## src/rtl/gor_accum.sv

```systemverilog
// rtl/gor_accum.sv - multi-lane OR with pass and frame-accumulate modes behind a valid/ready output register

module gor_accum #(
   parameter int WIDTH   = 4,
   parameter int LANES   = 2,
   parameter int ACC_LEN = 3
) (
   input  logic                               clk,
   input  logic                               rst,
   input  logic                               in_valid,
   output logic                               in_ready,
   input  logic [LANES*WIDTH-1:0]             in_data,
   input  logic                               in_mode,
   input  logic                               in_last,
   output logic                               out_valid,
   input  logic                               out_ready,
   output logic [WIDTH-1:0]                   out_data,
   output logic                               out_any,
   output logic [$clog2(ACC_LEN+1)-1:0]       out_beats
);

   localparam int CW = $clog2(ACC_LEN+1);
   localparam bit SINGLE_BEAT = (ACC_LEN == 1);

   typedef enum logic {IDLE, ACCUM} state_t;

   state_t           state, state_nxt;
   logic [WIDTH-1:0] acc, acc_nxt;
   logic [CW-1:0]    cnt, cnt_nxt;
   logic [WIDTH-1:0] lor;
   logic [WIDTH-1:0] nacc;
   logic [CW-1:0]    ncnt;
   logic             accept;
   logic             load;
   logic [WIDTH-1:0] load_data;
   logic [CW-1:0]    load_beats;

   // The block can take a beat whenever the output slot is empty or being drained this cycle.
   assign in_ready = !rst && (!out_valid || out_ready);
   assign accept   = in_valid && in_ready;

   // OR all lanes of the incoming beat together.
   always_comb begin
      lor = '0;
      for (int k = 0; k < LANES; k++) begin
         lor = lor | in_data[k*WIDTH +: WIDTH];
      end
   end

   assign nacc = acc | lor;
   assign ncnt = cnt + CW'(1);

   // Frame control: decides when a result is loaded and how the accumulator evolves.
   // ACCUM is only ever entered from an accumulate-mode first beat, so the state itself
   // carries the latched mode and in_mode is ignored while a frame is open.
   always_comb begin
      state_nxt  = state;
      acc_nxt    = acc;
      cnt_nxt    = cnt;
      load       = 1'b0;
      load_data  = lor;
      load_beats = CW'(1);
      case (state)
         IDLE: begin
            if (accept) begin
               if (!in_mode || in_last || SINGLE_BEAT) begin
                  load = 1'b1;
               end else begin
                  acc_nxt   = lor;
                  cnt_nxt   = CW'(1);
                  state_nxt = ACCUM;
               end
            end
         end
         ACCUM: begin
            if (accept) begin
               if (in_last || ncnt == CW'(ACC_LEN)) begin
                  load       = 1'b1;
                  load_data  = nacc;
                  load_beats = ncnt;
                  acc_nxt    = '0;
                  cnt_nxt    = '0;
                  state_nxt  = IDLE;
               end else begin
                  acc_nxt = nacc;
                  cnt_nxt = ncnt;
               end
            end
         end
         default: state_nxt = IDLE;
      endcase
   end

   // Frame state register; reset drops any partially accumulated frame.
   always_ff @(posedge clk) begin
      if (rst) begin
         state <= IDLE;
         acc   <= '0;
         cnt   <= '0;
      end else begin
         state <= state_nxt;
         acc   <= acc_nxt;
         cnt   <= cnt_nxt;
      end
   end

   // Output register: a load wins over a drain, otherwise a drain empties the slot and
   // the contents are left untouched so out_any keeps tracking out_data.
   always_ff @(posedge clk) begin
      if (rst) begin
         out_valid <= 1'b0;
         out_data  <= '0;
         out_any   <= 1'b0;
         out_beats <= '0;
      end else if (load) begin
         out_valid <= 1'b1;
         out_data  <= load_data;
         out_any   <= |load_data;
         out_beats <= load_beats;
      end else if (out_ready) begin
         out_valid <= 1'b0;
      end
   end

endmodule
```

## config.mk

```make
export PLATFORM = sky130hd
export DESIGN_NAME = gor_accum
export DESIGN_NICKNAME = d
export VERILOG_FILES = /design/src/rtl/gor_accum.sv
export SDC_FILE = /design/constraint.sdc
export NUM_CORES = 1
export LEC_CHECK = 0
export CAP_MARGIN = 20
export CORE_AREA = 2 2 46 48
export CTS_CLUSTER_SIZE = 8
export DETAILED_ROUTE_END_ITERATION = 12
export DIE_AREA = 0 0 48 50
export PLACE_DENSITY = 0.72
export SLEW_MARGIN = 20
export SYNTH_ARGS = -nofsm -noshare
export SYNTH_HDL_FRONTEND = slang
export SYNTH_SLANG_ARGS = --single-unit
```

## constraint.sdc

```tcl
create_clock -name clk -period 2 [get_ports clk]
set_input_delay 0.2 -clock clk [delete_from_list [all_inputs] [get_ports clk]]
set_output_delay 0.2 -clock clk [all_outputs]
set_load 0.02 [all_outputs]
```

-- Word-level counts from Yosys, hierarchy flattened
Cells that the tools add are included.
- register bits after elaboration: 15
- output and inout port bits: 9
- input bits: 14
- logic and storage cells: 54
- multiplexer cells: 28
- add/subtract/negate cells: 1
- eq/ne operators: 4
- bitwise logic cells: 3
- reductions and logical operators: 11
- operators with widths (kind ; count):
    $mux 4 ; 7
    $mux 2 ; 7
    $mux 1 ; 10
    $or 4x4->4 ; 2
    $pmux 4 s2 ; 1
    $ne 2x2->1 const B ; 2
    $pmux 1 s2 ; 2
    $pmux 2 s2 ; 1
    $reduce_or 4->1 ; 1
    $logic_not 1->1 ; 3
    $logic_or 1x1->1 ; 3
    $reduce_and 3->1 ; 1
    $add 2x1->2 const B ; 1
    $eq 2x2->1 const B ; 1
    $logic_and 1x1->1 ; 2
    $ne 2x1->1 const B ; 1
    $reduce_bool 2->1 ; 1
    $not 1->1 ; 1

-- Logic depth before layout (Yosys ltp)
Gate-level depths: netlist of the first run.
- depth after elaboration: 7
- depth in mapped cells: 6
- mapped depth without buffers: 6

-- Least setup slack after synthesis of the first run
No wires, ideal clock.
- path kind: register to register
- start: reg cnt[0]
- end: reg out_any
- arrival time: 1.336 ns
- period minus slack after synthesis: 1.461 ns
- required time: 1.875 ns
- buffers on the path: 0
- slack: 0.539 ns
- setup time: 0.125 ns
- stages on the path, launching flop included: 7
- path through: dfxtp_1 -> inv_1 -> ha_1 -> o21a_1 -> and3_1 -> a2111oi_2 -> nor3_1
- word-level cells in the longest chain between the ends: 7
- elaborated cells between the ends (all ways): 10
- classes of those cells: add/sub (1); eq/ne (1); mux (6); reduce/logical (2)
- ends and longest elaborated chain (item ; line ; source):
    start: declaration ; 29 ; logic [CW-1:0] cnt, cnt_nxt;
    start signal: assignment ; 103 ; cnt <= cnt_nxt;
    $add 2x1->2 (*) ; 51 ; assign ncnt = cnt + CW'(1);
    $eq 2x2->1 (*) ; 77 ; if (in_last || ncnt == CW'(ACC_LEN)) begin
    $logic_or 1x1->1 (*) ; 77 ;
    $mux 4 ; 77 ;
    $mux 4 ; 76 ; if (accept) begin
    $mux 4 ; 63 ; case (state)
    $reduce_or 4->1 ; 118 ; out_any <= |load_data;
    end signal: assignment ; 118 ;
    end: declaration ; 18 ; output logic out_any,
Every way passes the cells marked *; elsewhere a longest branch is shown, timed or not.
A chain may end at the register's enable or synchronous reset.

-- Worst setup path in the final report of the first run
- start: reg out_valid
- end: out in_ready
- word-level cells in the longest chain between the ends: 3
- ends and longest elaborated chain (item ; line ; source):
    start: declaration ; 15 ; output logic out_valid,
    start signal: assignment ; 111 ; out_valid <= 1'b0;
    start signal: assignment ; 116 ; out_valid <= 1'b1;
    start signal: assignment ; 121 ; out_valid <= 1'b0;
    $logic_not 1->1 ; 39 ; assign in_ready = !rst && (!out_valid || out_ready);
    $logic_or 1x1->1 ; 39 ;
    $logic_and 1x1->1 ; 39 ;
    end: declaration ; 11 ; output logic in_ready,
Every way passes these cells.

==> flow_summary.toml, run 1 <==
[floorplan]
coreArea_um2 = 1900
die_x_um = 48
rows = 16
pin_count = 23
die-area_um2 = 2400
start_util_pct = 41.8
die_y_um = 50

[global_routing]
antenna_found_initial = 0
grt_use_total_pct = 17.1
grt_max_degree = 10
grt_pass1_vias = 671
grt_pass1_wl_um = 2930
grt_overflow_total = 0

[finish]
n_antenna_cell = 0
syn_to_final_growth_pct = 33.9
stdcell_count = 144
drive_gt1_share_pct = 11.1
final_nets = 133
final_cell_area_um2 = 1060

[route]
drt_pass1_iterations = 4
drt_iter0_drc = 9
wl_per_cell_um = 13.0
drc = 0
met1_length_um = 886
wl_met2_um = 865
ant_nets = 0
routed-wl-met3_um = 86
num_vias = 770
routed_wl_um = 1880
routed.top_layer = "met4"
via_per_inst = 5.35

[sta]
rsz0062_at_grt = "no"
period_share_pct = 94.8
slew_viol_final = 0
worstMarginPinSlew_ps = 513
relSlewSlack_pct = 65.7
period_needed_ps = 1900
finalSetupViolCount = 0
hold_ws_ps = 462
skew_ps = 4.06
hold_violations = 0
fmax_mhz = 527
tns_ps = 0

[setup_path]
cp-end-kind = "output pin"
crit_required_ps = 1800
worst-path-max-fanout = 4
startpoint_type = "flop"
arrival_ps = 1700
critPathKind = "flop to output pin"

[place]
hpwlAfterDp_um = 1450
io_buffers = 22
placed_cell_area_um2 = 1040
dp_cells = 140
gp_routability_congestion = 0.818

[clock_tree]
htreeDepth = 1
cts.sink_count = 15
clk_latency_ps = 290
cts_hold_buffers = 0
path_clk_slew_ps = 90
cts_setup_buffers = 0
root_buffer = "clkbuf_4"
cts_buffer_depth = 2
cts_buffers = 3
cts_tree = "yes"
post_cts_resized = 0

[min_path]
hold_path.class = "flop to flop"

[synth]
syn_inst = 92
ys_warn_count = 0
ys_types = 34
syn-mean-instance-area_um2 = 8.64
syn-num-nets = 107
ys_ff_latch = 15
yosysSeqAreaShare_pct = 37.8
netlist_area_um2 = 795

[pwr]
p_per_area_nw_per_um2 = 600
p_leak_nw = 0.350
ir_worst_vdd_v = 0.000320

[job]
cap_violations = 0

[status]
status = "completed"
## path summary, 6_finish.rpt
check                           startpoint       end  slack, ps  cells after the start
worst min-delay path                cnt[1]    cnt[1]        460                      2
worst max-delay path             out_valid  in_ready        100                      3
worst max register to register      cnt[0]    acc[1]        310                      6
worst min register to register      cnt[1]    cnt[1]        460                      2
## metal layers
layer	up-vias	GRT usage (%)
li1	390	-
met1	355	23.1
met2	20	26.0
met3	5	3.30
met4	0	6.76
met5	-	0
## power by group
| part | internal, mW | total [mW] | switching [mW] |
|---|---|---|---|
| logic | 0.0703 | 0.142 | 0.0714 |
| clock network | 0.0775 | 0.175 | 0.0970 |
| registers | 0.313 | 0.322 | 0.00930 |
## critical path, stage by stage (launching register included)
cell,delay [ps]
dfxtp_1,350
nor2b_1,450
nor2_1,70
clkdlybuf4s50_1,550
## cell usage in the layout, fill, tap and decap left out
| master | instances |
|---|---|
| a2111oi_2 | 1 |
| a2111oi_4 | 1 |
| a211oi_1 | 1 |
| a21o_1 | 1 |
| a21oi_1 | 13 |
| a21oi_2 | 1 |
| a22oi_1 | 1 |
| a311oi_1 | 4 |
| and3_1 | 1 |
| buf_4 | 3 |
| clkbuf_1 | 1 |
| clkbuf_4 | 3 |
| clkdlybuf4s50_1 | 22 |
| dfxtp_1 | 15 |
| ha_1 | 1 |
| inv_1 | 3 |
| nand2_1 | 9 |
| nand2_2 | 1 |
| nand2b_1 | 3 |
| nand2b_4 | 1 |
| nand4_1 | 1 |
| nand4b_1 | 1 |
| nor2_1 | 9 |
| nor2_4 | 1 |
| nor2b_1 | 2 |
| nor2b_4 | 1 |
| nor3_1 | 3 |
| nor3b_1 | 1 |
| nor4_1 | 1 |
| o211ai_1 | 3 |
| o21a_1 | 1 |
| o21ai_0 | 1 |
| o21ai_1 | 4 |
| or3_1 | 1 |
| or4_1 | 1 |
## cell usage after synthesis, drive strengths merged
cell type / number / share of area (%)
o211ai: 3 / 2.8
a2111oi: 2 / 5.4
and3: 1 / 0.79
ha: 1 / 1.6
dfxtp: 15 / 38
nor3: 3 / 1.9
nand4b: 1 / 1.1
nand2b: 4 / 4.1
nand2: 10 / 5.0
or4: 1 / 0.95
a211oi: 1 / 0.95
or3: 1 / 0.79
a22oi: 1 / 0.95
nor3b: 1 / 0.95
o21a: 1 / 0.95
a311oi: 4 / 4.4
nand4: 1 / 0.79
nor4: 1 / 0.79
buf: 3 / 3.8
a21oi: 14 / 9.3
nor2b: 3 / 3.3
nor2: 10 / 5.7
inv: 3 / 1.4
a21o: 1 / 0.95
clkbuf: 1 / 0.47
o21ai: 5 / 3.1
## stage by stage
step / setup slack [ps] / util, % / total power [mW]
6_report: 104 / 55.9 / 0.638
5_1_grt: 17.8 / 55.9 / 0.668
4_1_cts: 90.3 / 55.9 / 0.644
3_5_place_dp: 145 / 54.5 / 0.470
3_3_place_gp: 187 / 54.5 / 0.467
2_1_floorplan: 539 / - / 0.407
## sequential cells by signal, indices dropped and copies added (netlist names)
register,cells
acc,4
cnt,2
out_any,1
out_beats,2
out_data,4
out_valid,1
state,1
## logic make-up after synthesis
kind of cell | Yosys count | synth area share (%)
compound gates | 32 | 28.8
fa+ha+maj | 1 | 1.57
buf+inv | 7 | 5.67
flops | 15 | 37.8
simple gates | 37 | 26.1
## layout make-up
type                    instances  area [µm²]
clock buffers                   4        26.3
flip-flops and latches         15         300
multi-input cells              70         449
well taps                      27        33.8
fillers                       193         838
inverters                       3        11.3
repair buffers                 25         243
Power figures use the tool's default switching activity.
==> run 2, diff against run 1 <==
--- a/config.mk
+++ b/config.mk
@@ -5,12 +5,12 @@
 export SDC_FILE = /design/constraint.sdc
 export NUM_CORES = 1
 export LEC_CHECK = 0
-export CAP_MARGIN = 20
 export CORE_AREA = 2 2 46 48
 export CTS_CLUSTER_SIZE = 8
 export DETAILED_ROUTE_END_ITERATION = 12
 export DIE_AREA = 0 0 48 50
 export PLACE_DENSITY = 0.72
+export SKIP_CTS_REPAIR_TIMING = 1
 export SLEW_MARGIN = 20
 export SYNTH_ARGS = -nofsm -noshare
 export SYNTH_HDL_FRONTEND = slang
==> results of run 2 <==
Final layout, timing and power as in run 1 (identical DEF).
